## src/rtl/kb_ascii_stream.sv

```systemverilog
// rtl/kb_ascii_stream.sv - PS/2 scan-code to ASCII (or hex dump) bridge with FWFT output FIFO
module kb_ascii_stream #(
    parameter int FIFO_W    = 4,
    parameter int MODE      = 0,
    parameter int REPEAT_EN = 0
) (
    input  logic              clk,
    input  logic              rst,
    input  logic              scan_valid,
    input  logic [7:0]        scan_byte,
    output logic [7:0]        out_data,
    output logic              out_valid,
    input  logic              out_ready,
    output logic              caps_led,
    output logic              overflow,
    output logic [FIFO_W:0]   fifo_count
);

    localparam int DEPTH = 1 << FIFO_W;
    localparam logic [FIFO_W:0]   CNT_ONE     = {{FIFO_W{1'b0}}, 1'b1};
    localparam logic [FIFO_W:0]   CNT_FULL    = {1'b1, {FIFO_W{1'b0}}};
    localparam logic [FIFO_W:0]   CNT_HEX_MAX = CNT_FULL - {{(FIFO_W-1){1'b0}}, 2'd3};
    localparam logic [FIFO_W-1:0] PTR_ONE     = {{(FIFO_W-1){1'b0}}, 1'b1};

    typedef enum logic [1:0] {S_IDLE, S_BRK, S_EXT, S_EXT_BRK} state_t;

    state_t            state, state_nx;
    logic              is_make, is_break;
    logic              shift_l, shift_r, caps, caps_held;
    logic [7:0]        last_make;
    logic              repeat_drop;
    logic [8:0]        xl;
    logic              asc_valid;
    logic [7:0]        asc_data;
    logic [7:0]        hex_byte;
    logic [1:0]        hex_cnt;
    logic              hex_busy, hex_start, hex_drop;
    logic              push_en;
    logic [7:0]        push_data;
    logic              fifo_full, do_push, do_pop;
    logic [7:0]        mem [0:DEPTH-1];
    logic [FIFO_W-1:0] wr_ptr, rd_ptr;
    logic [FIFO_W:0]   count;

    // Returns {mapped, character}; unmapped codes yield mapped=0.
    function automatic logic [8:0] xlate(input logic [7:0] code, input logic shift, input logic cl);
        logic [7:0] lc, dn, ds;
        logic [8:0] r;
        lc = 8'h00;
        dn = 8'h00;
        ds = 8'h00;
        r  = 9'h000;
        case (code)
            8'h1C: lc = "a";  8'h32: lc = "b";  8'h21: lc = "c";  8'h23: lc = "d";
            8'h24: lc = "e";  8'h2B: lc = "f";  8'h34: lc = "g";  8'h33: lc = "h";
            8'h43: lc = "i";  8'h3B: lc = "j";  8'h42: lc = "k";  8'h4B: lc = "l";
            8'h3A: lc = "m";  8'h31: lc = "n";  8'h44: lc = "o";  8'h4D: lc = "p";
            8'h15: lc = "q";  8'h2D: lc = "r";  8'h1B: lc = "s";  8'h2C: lc = "t";
            8'h3C: lc = "u";  8'h2A: lc = "v";  8'h1D: lc = "w";  8'h22: lc = "x";
            8'h35: lc = "y";  8'h1A: lc = "z";
            8'h45: begin dn = "0"; ds = ")"; end
            8'h16: begin dn = "1"; ds = "!"; end
            8'h1E: begin dn = "2"; ds = "@"; end
            8'h26: begin dn = "3"; ds = "#"; end
            8'h25: begin dn = "4"; ds = "$"; end
            8'h2E: begin dn = "5"; ds = "%"; end
            8'h36: begin dn = "6"; ds = "^"; end
            8'h3D: begin dn = "7"; ds = "&"; end
            8'h3E: begin dn = "8"; ds = "*"; end
            8'h46: begin dn = "9"; ds = "("; end
            8'h29: r = 9'h120;
            8'h5A: r = 9'h10D;
            8'h66: r = 9'h108;
            default: r = 9'h000;
        endcase
        if (lc != 8'h00)
            r = {1'b1, (shift ^ cl) ? (lc - 8'h20) : lc};
        else if (dn != 8'h00)
            r = {1'b1, shift ? ds : dn};
        return r;
    endfunction

    function automatic logic [7:0] hex_char(input logic [3:0] n);
        return (n < 4'd10) ? (8'h30 + {4'h0, n}) : (8'h37 + {4'h0, n});
    endfunction

    always_ff @(posedge clk) begin
        if (rst) state <= S_IDLE;
        else     state <= state_nx;
    end

    always_comb begin
        state_nx = state;
        is_make  = 1'b0;
        is_break = 1'b0;
        if (scan_valid && (MODE == 0)) begin
            case (state)
                S_IDLE: begin
                    if (scan_byte == 8'hF0)      state_nx = S_BRK;
                    else if (scan_byte == 8'hE0) state_nx = S_EXT;
                    else                         is_make  = 1'b1;
                end
                S_BRK: begin
                    is_break = 1'b1;
                    state_nx = S_IDLE;
                end
                S_EXT:     state_nx = (scan_byte == 8'hF0) ? S_EXT_BRK : S_IDLE;
                S_EXT_BRK: state_nx = S_IDLE;
                default:   state_nx = S_IDLE;
            endcase
        end
    end

    assign repeat_drop = (REPEAT_EN == 0) && (scan_byte == last_make);
    assign xl          = xlate(scan_byte, shift_l | shift_r, caps);

    // Translation is registered so the FIFO write happens one cycle after the byte.
    always_ff @(posedge clk) begin
        if (rst) begin
            shift_l   <= 1'b0;
            shift_r   <= 1'b0;
            caps      <= 1'b0;
            caps_held <= 1'b0;
            last_make <= 8'h00;
            asc_valid <= 1'b0;
            asc_data  <= 8'h00;
        end else begin
            asc_valid <= 1'b0;
            if (is_make) begin
                if (scan_byte == 8'h12) begin
                    shift_l <= 1'b1;
                end else if (scan_byte == 8'h59) begin
                    shift_r <= 1'b1;
                end else if (scan_byte == 8'h58) begin
                    if (!caps_held) caps <= ~caps;
                    caps_held <= 1'b1;
                end else if (!repeat_drop) begin
                    last_make <= scan_byte;
                    asc_valid <= xl[8];
                    asc_data  <= xl[7:0];
                end
            end
            if (is_break) begin
                if (scan_byte == 8'h12) shift_l   <= 1'b0;
                if (scan_byte == 8'h59) shift_r   <= 1'b0;
                if (scan_byte == 8'h58) caps_held <= 1'b0;
                if (scan_byte == last_make) last_make <= 8'h00;
            end
        end
    end

    // A hex group needs three free slots up front so it is never split.
    assign hex_busy  = (hex_cnt != 2'd0);
    assign hex_start = (MODE == 1) && scan_valid && !hex_busy && (count <= CNT_HEX_MAX);
    assign hex_drop  = (MODE == 1) && scan_valid && !hex_start;

    always_ff @(posedge clk) begin
        if (rst) begin
            hex_cnt  <= 2'd0;
            hex_byte <= 8'h00;
        end else if (hex_start) begin
            hex_cnt  <= 2'd3;
            hex_byte <= scan_byte;
        end else if (hex_busy) begin
            hex_cnt  <= hex_cnt - 2'd1;
        end
    end

    always_comb begin
        push_en   = 1'b0;
        push_data = 8'h00;
        if (MODE == 1) begin
            push_en = hex_busy;
            case (hex_cnt)
                2'd3:    push_data = hex_char(hex_byte[7:4]);
                2'd2:    push_data = hex_char(hex_byte[3:0]);
                default: push_data = 8'h20;
            endcase
        end else begin
            push_en   = asc_valid;
            push_data = asc_data;
        end
    end

    assign fifo_full = (count == CNT_FULL);
    assign do_pop    = (count != '0) && out_ready;
    assign do_push   = push_en && !fifo_full;

    always_ff @(posedge clk) begin
        if (do_push) mem[wr_ptr] <= push_data;
    end

    always_ff @(posedge clk) begin
        if (rst) begin
            wr_ptr   <= '0;
            rd_ptr   <= '0;
            count    <= '0;
            overflow <= 1'b0;
        end else begin
            if (do_push) wr_ptr <= wr_ptr + PTR_ONE;
            if (do_pop)  rd_ptr <= rd_ptr + PTR_ONE;
            if (do_push && !do_pop)      count <= count + CNT_ONE;
            else if (!do_push && do_pop) count <= count - CNT_ONE;
            if ((push_en && fifo_full) || hex_drop) overflow <= 1'b1;
        end
    end

    assign out_valid  = (count != '0);
    assign out_data   = out_valid ? mem[rd_ptr] : 8'h00;
    assign fifo_count = count;
    assign caps_led   = caps;

endmodule

```

## config.mk

```make
export PLATFORM = sky130hd
export DESIGN_NAME = kb_ascii_stream
export DESIGN_NICKNAME = d
export VERILOG_FILES = /design/src/rtl/kb_ascii_stream.sv
export SDC_FILE = /design/constraint.sdc
export NUM_CORES = 1
export LEC_CHECK = 0
export BUFFER_PORTS_ARGS = -buffer_cell sky130_fd_sc_hd__buf_2
export CORE_ASPECT_RATIO = 2
export CORE_MARGIN = 4
export CORE_UTILIZATION = 35
export CTS_CLUSTER_DIAMETER = 120
export DETAILED_ROUTE_END_ITERATION = 7
export SLEW_MARGIN = 20
export SYNTH_ARGS = -nofsm -noshare
export SYNTH_HDL_FRONTEND = slang
export SYNTH_SLANG_ARGS = --single-unit
```

## constraint.sdc

```tcl
create_clock -name clk -period 8.3 [get_ports clk]
set_clock_uncertainty 0.15 [all_clocks]
set_input_delay 0.83 -clock clk [delete_from_list [all_inputs] [get_ports clk]]
set_output_delay 0.83 -clock clk [all_outputs]
set_load 0.03 [all_outputs]
```

Yosys cells after proc, flatten, opt, wreduce, memory -nomap -nowiden --
Memories as Yosys holds them, arrays and structs flattened. A register that Yosys moved wholly into a read port is not among the register bits. Cells that the tools add are included. Widths: inputs -> output; s select.
Cells by class: add/subtract/negate cells 5, equal/unequal tests 50, mux-type cells 47, bitwise gates (word level) 9, reductions and logical operators 18
Operator list (number):
- $eq 8x6->1 const B | 23
- $pmux 7 s26 | 1
- $eq 8x7->1 const B | 11
- $mux 8 | 10
- $pmux 7 s10 | 1
- $eq 8x5->1 const B | 8
- $pmux 6 s10 | 1
- $pmux 9 s3 | 1
- $mux 1 | 23
- $mux 9 | 2
- $eq 8x8->1 const B | 2
- $reduce_bool 8->1 | 2
- $mux 5 | 2
- $reduce_and 5->1 | 2
- $add 4x1->4 const B | 2
- $eq 8x8->1 | 1
- $mux 4 | 2
- $sub 8x6->8 const B | 1
- $not 1->1 | 7
- $mux 2 | 3
- $pmux 2 s3 | 1
- $reduce_or 6->1 | 1
- $add 5x1->5 const B | 1
- $eq 5x5->1 const B | 1
- 13 further kinds | 20
Word-level totals: register bits after elaboration 37, RAM bits 128, word-level logic and storage cells 142, memories 1
Memory list:
- mem | depth 16, bits a word 8, rd ports 1, clocked after Yosys merged registers in 1, write ports 1, RTL line 41 | logic [7:0] mem [0:DEPTH-1];

Logic depth before layout (Yosys ltp) --
Gate-level depths: netlist (run 1).
word-level depth 8, mapped depth 15, depth with buffers taken out 13

Worst setup path after synthesis (run 1) --
Ideal clock, no wire load.
path type reg2reg, start register count[0], in the netlist fifo_count[0], end register count[4], in the netlist fifo_count[4], setup time 0.071 ns, data arrival time 3.134 ns, required time 8.079 ns, setup slack 4.946 ns, stages on the path, launching flop included 15, buffers on the path 2, period minus slack after synthesis 3.354 ns, cells stage by stage dfxtp_1 nor4_1 nand2b_1 clkbuf_1 and2_0 clkbuf_1 inv_1 ha_1 inv_1 fa_1 a21o_1 a21oi_1 xnor2_1 or3_1 a21oi_1
Between the ends: elaborated cells on any way between the ends 14, those cells by class add/sub: 2; eq/ne: 1; mux: 2; reduce/logical: 9
RTL lines:
- from (decl) | RTL line 43 | logic [FIFO_W:0] count;
- from (signal assigned) | RTL line 202 | if (do_push && !do_pop) count <= count + CNT_ONE;
- from (signal assigned) | RTL line 203 | else if (!do_push && do_pop) count <= count - CNT_ONE;
- $reduce_bool 5->1 *
- net out_valid | RTL line 12 | output logic out_valid,
- $logic_and 1x1->1 * | RTL line 186 | assign do_pop = (count != '0) && out_ready;
- $logic_not 1->1 | RTL line 202
- $logic_and 1x1->1 | RTL line 202
- $mux 5 or $reduce_bool 2->1 (tied branches)
Mark *: on every way through the listed nets, which the timed path passes. The rest lies on a longest branch. The select of a mux whose other input is x is not followed. A chain may end at the register's enable or synchronous reset.

==> results of run 1 <==
-- area by class of cell --
type	instances	area, sq um
Fill cell	2093	13400
Sequential cell	169	4670
Multi-Input combinational cell	358	2980
Clock buffer	24	472
Tap cell	276	345
Timing Repair Buffer	29	150
Clock inverter	8	75.1
Inverter	9	33.8
-- per-layer routing --
layer | track usage | routed length [microns] | up-vias
li1 | - | - | 2245
met1 | 0.140 | 6110 | 2398
met2 | 0.297 | 10500 | 87
met3 | 0.0275 | 474 | 23
met4 | 0.0535 | 325 | 0
met5 | 0 | 0 | -
-- power by group through the flow --
| stage | Sequential [mW] | Combinational (mW) | Clock (mW) |
|---|---|---|---|
| after floorplan | 0.983 | 0.386 | 0 |
| after global placement | 0.972 | 0.511 | 0 |
| after detailed placement | 0.974 | 0.522 | 0 |
| after CTS | 0.956 | 0.523 | 0.746 |
| after global routing | 0.959 | 0.556 | 0.786 |
| final | 0.955 | 0.508 | 0.730 |
-- cell families after synthesis --
group                    after synthesis
AO/OA/AOI/OAI                         90
XOR/XNOR                              24
multiplexers                          43
adder cells (fa/ha/maj)               12
buffers and inverters                 52
AND/OR/NAND/NOR                      189
flip-flops                           169
-- placed cells by master (no fill, tap or decap), types with 4 or more instances in the layout --
master / n
ha_1: 11
clkinv_2: 4
and2_1: 11
xnor2_1: 8
nor2_1: 50
nand3_1: 8
edfxtp_1: 128
mux4_2: 40
a31oi_1: 9
a211oi_1: 6
nand2_1: 42
nor4b_1: 6
nor3_2: 4
clkbuf_1: 5
a21oi_1: 26
a311oi_1: 5
nand3b_1: 4
clkbuf_16: 17
nand2b_1: 11
inv_1: 9
nor3b_1: 4
xor2_1: 16
dfxtp_1: 40
nor4_1: 6
o21ai_0: 8
nor2b_1: 5
buf_2: 27
nor3_1: 19
-- path summary, 6_finish.rpt --
check                                    from             to  slack (ns)  cells past startpoint
worst max-delay path                flip-flop    out_data[4]        4.54                      5
worst min register to register       overflow       overflow        0.31                      2
worst min-delay path                 overflow       overflow        0.31                      2
worst max register to register  fifo_count[0]  fifo_count[4]        4.75                     12
-- critical path, cell delays in order, from the launching register on --
cell	delay [ns]
dfxtp_2	0.31
buf_4	0.51
mux4_2	0.62
mux4_2	0.52
and2_1	0.18
buf_2	0.17
-- through the flow --
stage / std cells / instance area, sq um / setup WS, ns / utilization
5_1_grt: 873 / 8720 / 4.35 / 0.393
4_1_cts: 873 / 8720 / 4.46 / 0.393
2_1_floorplan: 579 / 7870 / 4.95 / -
3_5_place_dp: 841 / 8170 / 4.62 / 0.369
6_report: 873 / 8720 / 4.54 / 0.393
3_3_place_gp: 841 / 8170 / 4.43 / 0.369
-- registers in the layout, summed over array words and instances, names as in the netlist, named ones only --
| signal | cells |
|---|---|
| rd_ptr | 4 |
| shift_l | 1 |
| state | 2 |
| caps_held | 1 |
| mem | 128 |
| caps_led | 1 |
| fifo_count | 5 |
| wr_ptr | 4 |
| asc_valid | 1 |
| asc_data | 8 |
| shift_r | 1 |
| last_make | 8 |
| overflow | 1 |
==> impl_metrics.yaml, run 1 <==
floorplanning:
  die_y_microns: 220
  start_util: 0.355
  die-width_microns: 114
  dieArea_sq_um: 25100
  num_rows: 77
  ioPinCount: 28
  core_sq_um: 22200
logic_synthesis:
  ys_seq_area_frac: 0.592
  yosysWarnings: 0
  syn_area_sq_um: 7870
  syn-num-nets: 603
  synth_cell_types: 65
  post-synth-top-count-cell: "edfxtp_1"
  synthMuxAreaShare: 0.118
  syn_inst: 579
  synthSimpleGateAreaFrac: 0.125
  synth.avg_cell_area_sq_um: 13.6
  synth.top_cell.area_share: 0.488
  yosys-top-cells-area: "edfxtp_1, mux4_2, dfxtp_1, nor2_1, nand2_1"
  ys_seq_elements: 169
  yosys.area.top_type: "edfxtp_1"
  ys.flop_type: "edfxtp_1"
  synthArstFlopShare: 0
  ys_top_cells_by_count: "edfxtp_1, nor2_1, nand2_1"
  synth_compound_area_frac: 0.0855
  synth-xor-area-share: 0.0267
  synth_top_family_by_area: "simple AND/OR/NAND/NOR gates"
  synth_adder_area_share: 0.0200
  synth_edf_count: 128
timing:
  min_period_over_period: 0.453
  worst_pin_slew_ns: 1.06
  drv_slew: 0
  setup_viol: 0
  final_hold_viol_count: 0
  maxSlewHeadroom: 0.289
  period_minus_slack_ns: 3.76
  rsz0062_at_grt: "no"
  hold_slack_ns: 0.314
  fmax_mhz: 266
  setup_tns_ns: 0
power_and_ir_drop:
  powerDensity_nw_per_um2: 252
  power_switching_uw: 621
  p_leak_nw: 2.82
  seq_power_share: 0.435
  p_total_mw: 2.19
  ir_drop_mv: 0.134
  p_int_mw: 1.57
  pwr-share-clk: 0.333
  swShare: 0.283
  p_comb_frac: 0.232
routing:
  vias: 4753
  dr.pass1.iters: 4
  routed_wl_mm: 17.4
  wl_per_cell_microns: 19.9
  drtIter0Drc: 268
  vias_per_cell: 5.44
  ant_nets: 0
  drc_errors: 0
placed_design:
  dp_hpwl_mm: 12.7
  portBuffers: 27
  gp_congestion: 0.925
setup_path:
  cp_data_arrival_time_ns: 2.78
  crit_required_ns: 7.32
  path_class: "flip-flop to output port"
  crit_fanout: 32
  startpoint_type: "flip-flop"
  worstSetupEndpointType: "output port"
global_route:
  antenna_found_initial: 0
  grt_pass1_vias: 4945
  grt_pass1_wl_mm: 27.8
  grt_use_total: 0.146
  grt_max_degree: 42
  overflow: 0
cells_and_area:
  drive_gt1_frac: 0.189
  diodes: 0
  area_delta_synth_final_pct: 10.7
  nets: 608
clock_network:
  path_clk_slew_ns: 0.06
  cts_hold_buf: 0
  cts_tree: "yes"
  insertion_delay_ns: 0.41
  cts_max_path_buffers: 2
  ctsResizeCount: 0
  clock_sinks: 169
  clock-root-buffer: "clkbuf_16"
  numCtsBuffers: 17
  cts_htree_levels: 4
  postCtsSetupRepairBufs: 0
hold_path:
  holdCritPathClass: "flip-flop to flip-flop"
flow_run:
  maxCapViolCount: 0
run_status:
  status: "finished, final reports clean"
(Power assumes the default switching activity.)
==> run 2: changes to the inputs <==
==> constraint.sdc (replaced) <==
create_clock -name clk -period 3.75 [get_ports clk]
set_clock_uncertainty 0.15 [all_clocks]
set_input_delay 0.375 -clock clk [delete_from_list [all_inputs] [get_ports clk]]
set_output_delay 0.375 -clock clk [all_outputs]
set_load 0.03 [all_outputs]
==> run 2 against run 1 <==
Combinational power grew 130%; register-to-register slack got worse by 4.4 ns; total power increased by 130%; utilization grew 0.86 points; sequential power rose by 120%; routed wire length is 4.1% higher; largest power group unchanged; via count grew 2.3%; first-iteration DRC count is 11% lower; worst setup slack worse by 4.2 ns; count of clock-buffer cells in the layout shrank 7; cell area rose by 2.2%.
==> impl_metrics.yaml, run 2 (synthesized netlist as in run 1, its figures left out) <==
global_route:
  grt_use_met3: 0.0297
  grt_use_met2: 0.304
  grt_util_met1: 0.143
  grt_use_total: 0.151
  overflow: 0
  grt_pass1_wl_mm: 28.7
  grt_pass1_vias: 5110
  grt_max_degree: 34
  busiest_layer: "met2"
  antenna_found_initial: 0
routing:
  drc_errors: 0
  vias: 4861
  routed_wl_mm: 18.1
  ant_nets: 0
  drtIter0Drc: 239
  wl_per_cell_microns: 20.4
  vias_per_cell: 5.47
  dr.pass1.iters: 4
clock_network:
  numCtsBuffers: 17
  clock_sinks: 169
  cts_max_path_buffers: 2
  insertion_delay_ns: 0.42
  ctsResizeCount: 0
  cts_hold_buf: 0
  path_clk_slew_ns: 0.06
  cts_tree: "yes"
  cts_htree_levels: 4
  clock-root-buffer: "clkbuf_16"
  postCtsSetupRepairBufs: 0
floorplanning:
  start_util: 0.355
  die_y_microns: 220
  die-width_microns: 114
  num_rows: 77
  ioPinCount: 28
  core_sq_um: 22200
  dieArea_sq_um: 25100
setup_path:
  worst_r2r_endpoint: "fifo_count[4]"
  cp_data_arrival_time_ns: 3.61
  critPathSlowestCell: "nor4_2"
  path_buf_inv: 2
  startpoint_type: "flip-flop"
  slowest_delay_ns: 0.43
  cpLargestDelayFamily: "simple AND/OR/NAND/NOR gates"
  crit_fanout: 10
  reg2reg_slack_ns: 0.33
  cp_cell_sequence: "nor4_2 -> nand2b_1 -> and2_0 -> inv_1 -> ha_1 -> inv_1 -> fa_1 -> a21o_1 -> a21oi_1 -> xnor2_1 -> or3_1 -> a21oi_1"
  reg2regPathDepth: 12
  cp.depth: 12
  path_class: "flip-flop to flip-flop"
  crit_required_ns: 3.95
  r2r_start: "fifo_count[0]"
  worstSetupEndpointType: "flip-flop"
power_and_ir_drop:
  swShare: 0.289
  p_comb_frac: 0.228
  power_switching_mw: 1.47
  p_leak_nw: 2.92
  seq_power_share: 0.417
  ir_drop_mv: 0.329
  powerDensity_nw_per_um2: 571
  p_int_mw: 3.62
  pwr-share-clk: 0.356
cells_and_area:
  fin_area_sq_um: 8910
  largest_reg_flops: 128
  reg_top3: "mem: 128 flops, asc_data: 8 flops, last_make: 8 flops"
  diodes: 0
  fill_cells: 2074
  area_delta_synth_final_pct: 13.2
  final_cell_mix: "edfxtp_1, nor2_1, nand2_1"
  final_common_cell: "edfxtp_1"
  regMostFlops: "mem"
  drive_gt1_frac: 0.214
  nets: 624
timing:
  rsz0062_at_grt: "no"
  final_hold_viol_count: 0
  maxSlewHeadroom: 0.373
  min_period_over_period: 0.911
  setup_ws_ns: 0.335
  worst_pin_slew_ns: 0.937
  setup_viol: 0
  period_minus_slack_ns: 3.42
  fmax_mhz: 293
  setup_tns_ns: 0
  drv_slew: 0
hold_path:
  holdCritPathClass: "primary input to flip-flop"
  whs_path_depth: 5
  whs_endpoint: "state[0]"
  worstHoldStart: "scan_valid"
run_status:
  status: "finished, final reports clean"
placed_design:
  place_area_sq_um: 8280
  portBuffers: 27
  dp_hpwl_mm: 13.3
  post-place-ws_ns: 0.194
  gp_congestion: 0.958
flow_run:
  maxCapViolCount: 0
[run 2: changes by cell type in the layout (fill, tap and decap cells not counted), moves of 2 or more]
cell	before	now
buf_4	2	17
clkinv_4	2	6
bufinv_16	1	3
clkinv_2	4	1
inv_8	0	2
nor3_2	4	0
nor3_1	19	23
clkbuf_8	2	0
clkbuf_1	5	0
[run 2: worst max-delay path by stage]
stage,start,slack (ns),end
after CTS,fifo_count[0],0.18,fifo_count[4]
after global routing,fifo_count[0],0.06,fifo_count[4]
after floorplan,fifo_count[0],0.40,fifo_count[4]
after detailed placement,fifo_count[0],0.19,fifo_count[4]
after global placement,fifo_count[0],0.36,fifo_count[4]
final,fifo_count[0],0.33,fifo_count[4]
[run 2: area by class of cell]
type                            instances  area [sq um]  area share
Clock buffer                           17           425      0.0478
Clock inverter                         15           194      0.0218
Inverter                                9          33.8     0.00379
Multi-Input combinational cell        358          2960       0.332
Sequential cell                       169          4670       0.524
Tap cell                              276           345      0.0388
Timing Repair Buffer                   45           283      0.0317
[run 2: through the flow]
| stage | hold slack [ns] | utilization | power, mW | instances |
|---|---|---|---|---|
| finish | 0.195 | 0.402 | 5.09 | 889 |
| floorplan | 0.293 | - | 3.03 | 579 |
| global placement | 0.305 | 0.374 | 3.30 | 857 |
| CTS | 0.175 | 0.402 | 5.14 | 889 |
| detailed placement | 0.315 | 0.374 | 3.34 | 857 |
| global route | 0.214 | 0.402 | 5.32 | 889 |
[run 2: tightest hold or removal path, stage by stage]
cell and delay (ns):
buf_2 0.10, nand2_1 0.06, nor3_1 0.04, a21oi_1 0.10, nor2_1 0.04
[run 2: power groups by stage]
stage | Sequential, mW | Combinational (mW) | Clock (mW)
2_1_floorplan | 2.18 | 0.854 | 0
3_3_place_gp | 2.15 | 1.15 | 0
3_5_place_dp | 2.16 | 1.18 | 0
4_1_cts | 2.12 | 1.18 | 1.84
5_1_grt | 2.13 | 1.26 | 1.93
6_report | 2.12 | 1.16 | 1.81
[run 2: routing by layer]
layer	part of all wire	wire, microns	vias to the layer above
li1	-	-	2275
met1	0.33	5970	2419
met2	0.60	10900	133
met3	0.037	662	34
met4	0.034	617	0
met5	0	0	-
